===== config.mk =====
export PLATFORM = sky130hd
export DESIGN_NAME = board_generator
export DESIGN_NICKNAME = d
export VERILOG_FILES = /design/src/rtl/board_generator.sv
export SDC_FILE = /design/constraint.sdc
export NUM_CORES = 1
export LEC_CHECK = 0
export ABC_AREA = 1
export CAP_MARGIN = 30
export CORE_AREA = 2 2 238 240
export CTS_CLUSTER_DIAMETER = 80
export DETAILED_ROUTE_END_ITERATION = 10
export DIE_AREA = 0 0 240 242
export PLACE_DENSITY = 0.74
export SYNTH_ARGS = -nofsm -noshare
export SYNTH_HDL_FRONTEND = slang
export SYNTH_SLANG_ARGS = --single-unit

===== constraint.sdc =====
create_clock -name clk -period 10.3 [get_ports clk]
set_clock_uncertainty 0.05 [all_clocks]
set_input_delay 2.06 -clock clk [delete_from_list [all_inputs] [get_ports clk]]
set_output_delay 2.06 -clock clk [all_outputs]
set_load 0.02 [all_outputs]

===== src/rtl/board_generator.sv =====
// Minesweeper board builder: seeds an LFSR, scatters bombs while sparing the first-click cell,
// then writes each cell's adjacent-bomb count in a 64-cycle row-major scan.
module board_generator (
  input  logic                  clk,
  input  logic                  rst,
  input  logic                  start,
  input  logic [15:0]           seed,
  input  logic [5:0]            num_bombs,
  input  logic [3:0]            safe_x,
  input  logic [3:0]            safe_y,
  output logic [7:0][7:0][8:0]  matrix,
  output logic                  busy,
  output logic                  done
);

  typedef enum logic [2:0] {IDLE, CLEAR, PLACE, COUNT, DONE} state_t;

  localparam logic [15:0] DEFAULT_SEED = 16'hACE1;

  state_t       state;
  state_t       state_next;
  logic [15:0]  lfsr;
  logic [15:0]  lfsr_step;
  logic [5:0]   target;
  logic [5:0]   placed;
  logic [5:0]   idx;
  logic [3:0]   safe_col;
  logic [3:0]   safe_row;
  logic [2:0]   cand_row;
  logic [2:0]   cand_col;
  logic         cand_ok;
  logic [2:0]   scan_row;
  logic [2:0]   scan_col;
  logic [3:0]   adj_count;
  logic signed [4:0] nr;
  logic signed [4:0] nc;

  assign lfsr_step = {lfsr[14:0], lfsr[15] ^ lfsr[13] ^ lfsr[12] ^ lfsr[10]};
  assign cand_row  = lfsr[5:3];
  assign cand_col  = lfsr[2:0];
  assign cand_ok   = !({1'b0, cand_row} == safe_row && {1'b0, cand_col} == safe_col)
                     && !matrix[cand_row][cand_col][0];
  assign scan_row  = idx[5:3];
  assign scan_col  = idx[2:0];

  // Neighbour bombs around the scanned cell; off-board positions are simply skipped.
  always_comb begin
    adj_count = '0;
    nr        = '0;
    nc        = '0;
    for (int dr = -1; dr <= 1; dr++) begin
      for (int dc = -1; dc <= 1; dc++) begin
        nr = $signed({2'b00, scan_row}) + 5'(dr);
        nc = $signed({2'b00, scan_col}) + 5'(dc);
        if (!(dr == 0 && dc == 0) && nr >= 5'sd0 && nr <= 5'sd7
            && nc >= 5'sd0 && nc <= 5'sd7) begin
          adj_count = adj_count + {3'b000, matrix[nr[2:0]][nc[2:0]][0]};
        end
      end
    end
  end

  always_comb begin
    state_next = state;
    case (state)
      IDLE:    if (start) state_next = CLEAR;
      CLEAR:   state_next = PLACE;
      PLACE:   if (placed == target) state_next = COUNT;
      COUNT:   if (idx == 6'd63) state_next = DONE;
      DONE:    state_next = IDLE;
      default: state_next = IDLE;
    endcase
  end

  always_ff @(posedge clk) begin
    if (rst) begin
      state    <= IDLE;
      matrix   <= '0;
      lfsr     <= DEFAULT_SEED;
      target   <= '0;
      placed   <= '0;
      idx      <= '0;
      safe_col <= '0;
      safe_row <= '0;
    end else begin
      state <= state_next;
      case (state)
        IDLE: begin
          if (start) begin
            lfsr     <= (seed == 16'd0) ? DEFAULT_SEED : seed;
            target   <= (num_bombs == 6'd0) ? 6'd1 :
                        (num_bombs > 6'd32) ? 6'd32 : num_bombs;
            // Only the low three bits address the 8x8 board.
            safe_col <= safe_x & 4'b0111;
            safe_row <= safe_y & 4'b0111;
          end
        end
        CLEAR: begin
          matrix <= '0;
          placed <= '0;
          idx    <= '0;
        end
        PLACE: begin
          lfsr <= lfsr_step;
          if (placed != target && cand_ok) begin
            matrix[cand_row][cand_col][0] <= 1'b1;
            placed <= placed + 6'd1;
          end
        end
        COUNT: begin
          matrix[scan_row][scan_col][4:1] <= adj_count;
          idx <= idx + 6'd1;
        end
        default: ;
      endcase
    end
  end

  assign busy = (state == CLEAR) || (state == PLACE) || (state == COUNT);
  assign done = (state == DONE);

endmodule

# --- Word level (Yosys, flattened, before mapping) ---
# Cells that the tools add are included.
op_classes:
  eq_ne: 13
  n_reduce_logical: 42
  bitwise_logic: 4
  n_lt_le_gt_ge: 25
  n_addsub: 13
  muxes: 57
ops:
  columns: ["operator", "count"]
  rows:
  - ["case mux 576 bit (3 select lines)", 1]
  - ["binary-select mux 72 bit (select 3 bit)", 4]
  - ["bitwise mux 576 bit", 1]
  - ["2-to-1 mux 576 bit", 1]
  - ["OR 576 bit", 1]
  - ["demux 72 bit (select 3 bit)", 2]
  - ["2-to-1 mux 72 bit", 6]
  - ["binary-select mux 9 bit (select 3 bit)", 9]
  - ["demux 9 bit (select 3 bit)", 2]
  - ["less-than comparator 3 x 4 -> 1 bit, second input constant", 8]
  - ["2-to-1 mux 16 bit", 2]
  - ["case mux 16 bit (2 select lines)", 1]
  - ["2-to-1 mux 4 bit", 7]
  - ["logical AND 1 bit", 26]
  - ["adder 4 x 1 -> 4 bit", 6]
  - ["case mux 6 bit (2 select lines)", 2]
  - ["greater-or-equal comparator 3 x 1 -> 1 bit, second input constant", 6]
  - ["2-to-1 mux 6 bit", 3]
  - ["zero test 16 bit", 1]
  - ["adder 6 x 1 -> 6 bit, second input constant", 2]
  - ["case mux 3 bit (4 select lines)", 1]
  - ["2-to-1 mux 1 bit", 11]
  - ["adder 4 x 1 -> 5 bit, second input constant", 2]
  - ["greater-or-equal comparator 5 x 1 -> 1 bit, second input constant", 2]
  - ["other kinds (26)", 47]
totals:
  regBits: 619
  input_bits: 33
  wordCells: 225

# --- Logic depth before layout (Yosys ltp) ---
# Gate-level depths: netlist (run 1).
depth:
  depth_word: 22
  mapped_depth: 44
  depth_no_buf: 40

# --- Worst setup path after synthesis (run 1) ---
# OpenSTA, ideal clock, no wires.
synth_timing:
  path_type: "register -> register"
  startpoint: "reg idx[3]"
  endpoint: "reg matrix[173] in the netlist's numbering"
  arrival_time_ns: 6.815
  setup_ns: 0.132
  stages_incl_launch_ff: 42
  setup_slack_ns: 3.302
  synth_period_minus_slack_ns: 6.998
  n_path_buf: 4
  cell_sequence: "dfxtp_1 -> buf_2 -> inv_2 -> buf_2 -> ha_1 -> ha_1 -> buf_2 -> nor2_1 -> nand3_1 -> nand2_1 -> inv_1 -> nand3_1 -> nand2_1 -> nand2_1 -> nand3_1 -> nand2_1 -> inv_1 -> ha_1 -> [6 not listed] -> nand2_1 -> nand2_1 -> ha_1 -> or2_2 -> and2_1 -> ha_1 -> nand2_1 -> nand2_1 -> ha_1 -> or2_2 -> and2_1 -> ha_1 -> ha_1 -> o21ai_2 -> clkbuf_1 -> nand2_1 -> o211ai_1 -> a21oi_1"
synth_via:
  elab_chain_len: 22
  word_cells_on_any_way: 71
synth_rtl:
  columns: ["item", "line_no", "rtl"]
  rows:
  - ["from (decl)", "26", "logic [5:0] idx;"]
  - ["from (signal assigned)", "112", "idx <= idx + 6'd1;"]
  - ["adder 4 x 1 -> 5 bit", "53", "nr = $signed({2'b00, scan_row}) + 5'(dr);"]
  - ["binary-select mux 72 bit (select 3 bit), or another cell as far along", "57", "adj_count = adj_count + {3'b000, matrix[nr[2:0]][nc[2:0]][0]};"]
  - ["2-to-1 mux 72 bit (not written as such) or logical AND 1 bit (tied branches)", "57, 55", null]
  - ["binary-select mux 9 bit (select 3 bit) or logical AND 1 bit (tied branches)", "57, 56", null]
  - ["2-to-1 mux 1 bit (not written as such) or logical AND 1 bit (tied branches)", "57, 56", null]
  - ["2-to-1 mux 1 bit", "55", "if (!(dr == 0 && dc == 0) && nr >= 5'sd0 && nr <= 5'sd7"]
  - ["adder 1 x 1 -> 2 bit", "57", null]
  - ["2-to-1 mux 4 bit", "55", null]
  - ["[6 not listed]", null, null]
  - ["adder 4 x 1 -> 4 bit", "57", null]
  - ["2-to-1 mux 4 bit", "55", null]
  - ["adder 4 x 1 -> 4 bit", "57", null]
  - ["2-to-1 mux 4 bit", "55", null]
  - ["adder 4 x 1 -> 4 bit", "57", null]
  - ["2-to-1 mux 4 bit", "55", null]
  - ["bitwise mux 576 bit (*)", "111", "matrix[scan_row][scan_col][4:1] <= adj_count;"]
  - ["case mux 576 bit (3 select lines) (*)", "87", "case (state)"]
  - ["to (signal, indexed assignment)", "111", null]
  - ["to (decl)", "11", "output logic [7:0][7:0][8:0] matrix,"]
# Mark *: on every way between the ends. The rest lies on a longest branch, timed or not. The select of a mux whose other input is x is not followed.
# A chain may end at the register's enable or synchronous reset.

# --- Final worst setup path (run 1) ---
layout_timing:
  startpoint: "reg idx[3]"
  endpoint: "reg matrix[148] in the netlist's numbering"
# The elaborated chain is that of the path after synthesis.

==> reports/summary.json, run 1 <==
{
  "outcome": {
    "outcome": "finished clean"
  },
  "timing": {
    "slew_violations": 0,
    "final.period_utilization": 0.821,
    "totalNegativeSetupSlack_ns": 0,
    "rsz0062_at_grt": "false",
    "max_slew_margin": 0.343,
    "setup_viol": 0,
    "transition_time_of_the_tightest_slew_check_pin_ns": 0.985,
    "report.final.hold_viol_count": 0,
    "fmax_mhz": 118,
    "finalCriticalPeriod_ns": 8.45
  },
  "logic_synthesis": {
    "synth_cells": 3782,
    "synth.largest_area_cell": "dfxtp_1",
    "per_instance_average_area_after_synthesis_um2": 6.96,
    "netlist-cell-type-count": 52,
    "synth-main-ff-cell": "dfxtp_1",
    "synthesis.area_mm2": 0.0263,
    "synth_top_area_frac": 0.470,
    "synth_seq_area_share": 0.470,
    "synth_adder_area_share": 0.0114,
    "ys_top_cells_by_area": "dfxtp_1 (47%), nand2_1 (12%), nor2_1 (11%)",
    "synth_enable_flop_cells": 0,
    "yosys_register_bits": 619,
    "async_reset_ff_frac": 0,
    "synth-xor-area-share": 0.00370,
    "synth_warn": 0,
    "synth_simple_gate_area_share": 0.293,
    "synth_compound_area_frac": 0.128,
    "mappedNetlistNets": 3839,
    "synth_top_family_by_area": "simple AND/OR/NAND/NOR gates",
    "post_synthesis_mux_area_share": 0
  },
  "worst_setup_path": {
    "crit_slowest_cell": "nand3_4",
    "worst-path-stages": 41,
    "critPathRequiredTime_ns": 10.78,
    "r2r_start": "idx[3]$_SDFFE_PP0P_",
    "worstReg2RegEnd": "matrix[148]$_SDFFE_PP0P_",
    "critical_path.most_common_cell": "nand2_1",
    "critical_path_class": "reg -> reg",
    "setup.worst_path.end_class": "register",
    "critical_path.top_delay_family": "simple AND/OR/NAND/NOR gates",
    "worst-path-max-fanout": 63,
    "startpoint": "idx[3]$_SDFFE_PP0P_",
    "r2r.worst_path.cells": 41,
    "critical_path_buf_inv_count": 6,
    "critPathLaunchType": "register",
    "cp_data_arrival_time_ns": 8.93,
    "r2r_setup_slack_ns": 1.85,
    "max_stage_delay_ns": 0.70,
    "worst_setup_path_endpoint": "matrix[148]$_SDFFE_PP0P_"
  },
  "cts": {
    "tritoncts_num_sinks": 619,
    "clock_root_buffer": "clkbuf_16",
    "cts_setup_buffers": 0,
    "cts_tree": "yes",
    "h_tree_depth": 3,
    "cts_buffer_depth": 3,
    "clock_insertion_delay_worst_skew_ns": 0.61,
    "cts.repair.resized": 0,
    "cts_hold_buffers": 0,
    "cts_buffers": 67,
    "worst_setup_hold_path_clk_slew_ns": 0.06
  },
  "routing": {
    "drt_drc_violations_left": 0,
    "drtIter0Drc": 2566,
    "drt_first_pass_iters": 5,
    "post_detailed_route_count_of_antenna_violating_nets": 0,
    "routed_via_density": 5.27,
    "totalWireLength_um": 97300,
    "wire_per_inst_um": 19.1,
    "dr_total_vias": 26800
  },
  "finish": {
    "fin_util": 0.627,
    "final-instance-count-excl-fill": 5089,
    "total_of_fill_cells_in_the_finished_design": 4992,
    "layout.nets": 4341,
    "finish.instance_area_mm2": 0.0349,
    "area_growth_syn_to_layout_pct": 32.6,
    "final_layout_size_suffix_gt1_frac": 0.0365
  },
  "grt": {
    "global_route.usage.met1": 0.407,
    "globalRoute.totalOverflow": 0,
    "global_route.peak_usage_layer": "met2",
    "track_usage": 0.325,
    "use_met3": 0.0931,
    "first_global_vias": 24700,
    "gr-usage-met2": 0.518,
    "first_pass_grt_wire_length_um": 147000,
    "maximum_number_of_pins_on_one_net_before_global_route_repair": 175,
    "grt_antenna_before_repair": 2
  },
  "placed_design": {
    "dpl.cell_count": 4970,
    "place_hpwl_um": 66600,
    "gp_congestion": 1.02,
    "placedInstanceArea_mm2": 0.0328,
    "buffer_ports.inserted": 608
  },
  "power_and_ir_drop": {
    "vdd_drop_max_v": 0.000150,
    "power_per_cell_area_mw_per_mm2": 155,
    "leakagePower_uw": 0.0115
  },
  "hold_path": {
    "worst_min_delay_path_class": "reg -> reg",
    "timing.hold.worst_path_depth": 2
  },
  "floorplanning": {
    "fp-row-count": 87,
    "dieWidth_um": 240,
    "die_height_um": 242,
    "design.core.area_mm2": 0.0557,
    "io_pins": 611,
    "initial_utilization": 0.473,
    "fp.dieArea_mm2": 0.0581
  },
  "run": {
    "drv.max_cap_violation_count": 0
  }
}
==> synth_stat cells, drive strengths merged, types with 6 or more instances <==
library cell / number
a21oi: 298
a221oi: 6
buf: 39
clkbuf: 164
clkinv: 13
dfxtp: 619
ha: 24
inv: 413
nand2: 824
nand3: 265
nand4: 9
nor2: 783
nor3: 23
nor4: 6
o211ai: 75
o21ai: 65
o22ai: 86
o32ai: 7
o41ai: 7
==> layout by cell type (no fill, tap or decap), types with 18 or more instances in the layout <==
cell,n
a21oi_1,298
buf_4,26
clkbuf_1,18
clkbuf_16,67
clkdlybuf4s50_1,607
dfxtp_1,619
ha_1,24
inv_1,408
nand2_1,816
nand3_1,261
nor2_1,778
nor3_1,23
o211ai_1,75
o21ai_0,64
o22ai_1,86
==> worst min path at each step <==
stage                                   startpoint                        to  slack [ns]
final                     matrix[295]$_SDFFE_PP0P_  matrix[295]$_SDFFE_PP0P_        0.37
after global routing      matrix[392]$_SDFFE_PP0P_  matrix[392]$_SDFFE_PP0P_        0.38
after CTS                 matrix[122]$_SDFFE_PP0P_  matrix[122]$_SDFFE_PP0P_        0.37
after detailed placement  matrix[286]$_SDFFE_PP0P_  matrix[286]$_SDFFE_PP0P_        0.37
after global placement     matrix[16]$_SDFFE_PP0P_   matrix[16]$_SDFFE_PP0P_        0.36
after floorplan               lfsr[9]$_SDFFE_PP0P_      lfsr[9]$_SDFFE_PP0P_        0.37
==> cell families (layout without fill, tap and decap cells) <==
| family | Yosys count | count (layout) |
|---|---|---|
| AOI/OAI and AO/OA | 577 | 577 |
| xor gates and xnor gates | 9 | 9 |
| adders and majority gates | 24 | 24 |
| buffers and inverters | 629 | 1178 |
| DFF | 619 | 619 |
| other | 0 | 2 |
| and+or+nand+nor | 1924 | 1924 |
==> tightest hold or removal path: cells and delay by family (launching register included) <==
family / cells / cell delay, ns
DFF: 1 / 0.31
buffers and inverters: 1 / 0.04
and+or+nand+nor: 1 / 0.03
==> area by class of cell <==
class,instances,area (um^2),area share
inverter,426,1610,0.0461
tap,756,946,0.0271
multi-input combinational,2534,11500,0.330
clock buffer,97,1910,0.0546
timing repair buffer,636,6330,0.181
antenna,2,5.00,0.000143
clock inverter,19,195,0.00559
sequential,619,12400,0.355
==> state kept, by name, summed over array words and instances, names as in the netlist <==
signal / count
matrix: 576
lfsr: 16
idx: 6
placed: 6
target: 6
safe_col: 3
safe_row: 3
state: 3
==> per-stage QoR <==
| stage | total power (uW) | worst slack, ns | hold WS (ns) |
|---|---|---|---|
| after floorplan | 2920 | 3.30 | 0.375 |
| after global placement | 3120 | 2.06 | 0.363 |
| after detailed placement | 3120 | 1.99 | 0.366 |
| after CTS | 5440 | 1.92 | 0.375 |
| after global routing | 5600 | 1.31 | 0.382 |
| final | 5430 | 1.85 | 0.373 |
==> power by group <==
group	switching, uW	internal, uW	total (uW)
registers	37.0	2430	2460
logic	495	129	625
clock network	1000	1340	2340
==> routing by layer <==
layer  vias to the layer above  wire length, um
met5                         -                0
met4                         0             4360
li1                      13100                -
met3                       216             9740
met2                      1174            44300
met1                     12400            39000
No activity file was read; power rests on OpenSTA's default activity.
==> run 2, diff against run 1 <==
- CORE_AREA: 2 2 238 240 -> 2 2 240 242
- DIE_AREA: 0 0 240 242 -> 0 0 242 244
- PLACE_DENSITY: 0.74 -> 0.73
- clock period: 10.3 -> 8.7 ns (I/O delays scaled with it)
==> run 2 against run 1 <==
Cell area is 1.1% higher. First-iteration DRC count up 1.1%. Clock power up 28%. Global-route usage is 0.50 points lower. Critical path depth fell by 3. Register-to-register slack worse by 1.1 ns. Sequential share of layout area is 0.38 points lower. Power up 23%. Worst setup slack got worse by 1.1 ns. Fmax up 6.9%. Wire length increased by 0.56%. Critical endpoint is now matrix[416]$_SDFFE_PP0P_. Largest cell class unchanged.
==> reports/summary.json, run 2 (synthesized netlist as in run 1, its figures left out) <==
{
  "finish": {
    "finish.instance_area_mm2": 0.0353,
    "multi_input_area_mm2": 0.0115,
    "layout.nets": 4351,
    "total_of_fill_cells_in_the_finished_design": 4958,
    "regArea_mm2": 0.0124,
    "area_growth_syn_to_layout_pct": 34.1,
    "most_common_cell_after_layout_fill_and_taps_aside": "nand2_1",
    "largestRegisters": "matrix: 576 flops, lfsr: 16 flops",
    "final_cell_mix": "nand2_1 (816), nor2_1 (778), dfxtp_1 (619)",
    "largest_register_ffs": 576,
    "fin_util": 0.629,
    "regMostFlops": "matrix",
    "final_layout_size_suffix_gt1_frac": 0.0401
  },
  "timing": {
    "report.final.hold_viol_count": 0,
    "slew_violations": 0,
    "final.period_utilization": 0.909,
    "transition_time_of_the_tightest_slew_check_pin_ns": 1.04,
    "setup_viol": 0,
    "fmax_mhz": 127,
    "max_slew_margin": 0.301,
    "worst_hold_slack_across_all_endpoints_ns": 0.372,
    "totalNegativeSetupSlack_ns": 0,
    "finalCriticalPeriod_ns": 7.90,
    "rsz0062_at_grt": "false"
  },
  "routing": {
    "post_detailed_route_count_of_antenna_violating_nets": 0,
    "totalWireLength_um": 97900,
    "drtIter0Drc": 2595,
    "drt_drc_violations_left": 0,
    "routed_via_density": 5.32,
    "dr_total_vias": 27100,
    "wire_per_inst_um": 19.2,
    "drt_first_pass_iters": 8
  },
  "cts": {
    "worst_setup_hold_path_clk_slew_ns": 0.06,
    "cts_hold_buffers": 0,
    "cts_tree": "yes",
    "cts_buffers": 69,
    "clock_insertion_delay_worst_skew_ns": 0.62,
    "cts_setup_buffers": 0,
    "clock_root_buffer": "clkbuf_16",
    "cts_buffer_depth": 3,
    "tritoncts_num_sinks": 619,
    "cts.repair.resized": 0,
    "h_tree_depth": 3
  },
  "floorplanning": {
    "design.core.area_mm2": 0.0562,
    "fp.dieArea_mm2": 0.0590,
    "initial_utilization": 0.469,
    "dieWidth_um": 242,
    "fp-row-count": 87,
    "die_height_um": 244,
    "io_pins": 611
  },
  "worst_setup_path": {
    "startpoint": "idx[4]$_SDFFE_PP0P_",
    "max_stage_delay_ns": 0.55,
    "critical_path_buf_inv_count": 4,
    "critical_path.top_delay_family": "simple AND/OR/NAND/NOR gates",
    "r2r_start": "idx[4]$_SDFFE_PP0P_",
    "crit_slowest_cell": "nor2_1",
    "critPathRequiredTime_ns": 9.11,
    "critPathLaunchType": "register",
    "worst-path-max-fanout": 12,
    "critical_path_class": "reg -> reg",
    "critical_path.most_common_cell": "ha_1",
    "cp_data_arrival_time_ns": 8.32,
    "setup.worst_path.end_class": "register"
  },
  "power_and_ir_drop": {
    "leakagePower_uw": 0.0116,
    "power.share.sequential": 0.437,
    "total_power_draw_uw": 6670,
    "power.share.switching": 0.280,
    "intPower_uw": 4800,
    "combinationalPowerShare": 0.113,
    "clockPowerShare": 0.450,
    "total_switching_power_uw": 1870,
    "power_per_cell_area_mw_per_mm2": 189,
    "vdd_drop_max_v": 0.000185
  },
  "placed_design": {
    "placedInstanceArea_mm2": 0.0330,
    "buffer_ports.inserted": 608,
    "place_hpwl_um": 66800,
    "gp_congestion": 1.00
  },
  "grt": {
    "first_pass_grt_wire_length_um": 149000,
    "maximum_number_of_pins_on_one_net_before_global_route_repair": 197,
    "grt_antenna_before_repair": 4,
    "first_global_vias": 24800,
    "track_usage": 0.320,
    "globalRoute.totalOverflow": 0
  },
  "outcome": {
    "outcome": "finished clean"
  },
  "hold_path": {
    "worst_min_delay_path_class": "reg -> reg",
    "worst_hold_startpoint": "matrix[304]$_SDFFE_PP0P_"
  },
  "run": {
    "drv.max_cap_violation_count": 0
  }
}
## run 2: cell count changes in the layout (fill, tap and decap cells not counted), moves of 2 or more
cell | previous run | this run
buf_12 | 1 | 10
clkbuf_1 | 18 | 11
clkbuf_16 | 67 | 71
inv_6 | 6 | 2
bufinv_16 | 2 | 5
buf_4 | 26 | 24
clkinv_2 | 7 | 9
diode_2 | 2 | 4
inv_16 | 0 | 2
## run 2: power groups by stage
stage                     Clock (uW)  Combinational [uW]  Sequential [uW]
after floorplan                    0                 486             2970
after global placement             0                 728             2980
after detailed placement           0                 734             2980
after CTS                       3030                 737             2920
after global routing            3150                 805             2920
final                           3000                 752             2920
## run 2: area by class of cell
cell class              count  area share
flip-flops and latches    619       0.351
repair buffers            644       0.184
multi-input cells        2534       0.327
clock inverters            22     0.00896
inverters                 426      0.0456
clock buffers              95      0.0565
well taps                 756      0.0268
diodes                      4    0.000283
## run 2: tightest hold or removal path: cells and delay by family (launching register included)
kind | cells | cell delay (ns)
flip-flops | 1 | 0.30
AND/OR/NAND/NOR | 1 | 0.03
buffers and inverters | 1 | 0.04
## run 2: stage by stage
stage,instances,setup slack [ns]
2_1_floorplan,3782,1.70
3_3_place_gp,4975,0.964
3_5_place_dp,4979,0.892
4_1_cts,5096,0.844
5_1_grt,5099,0.289
6_report,5100,0.796
## run 2: metal layers
layer	up-vias	GRT usage	part of all wire
met4	0	0.146	0.044
met3	239	0.0975	0.11
met5	-	0	0
met1	12500	0.405	0.40
li1	13100	-	-
met2	1251	0.501	0.45
## run 2: final timing paths
path,to,slack (ns),cells past startpoint
hold / removal,matrix[304]$_SDFFE_PP0P_,0.37,2
setup / recovery,matrix[416]$_SDFFE_PP0P_,0.80,38
hold reg to reg,matrix[304]$_SDFFE_PP0P_,0.37,2
setup reg to reg,matrix[416]$_SDFFE_PP0P_,0.80,38
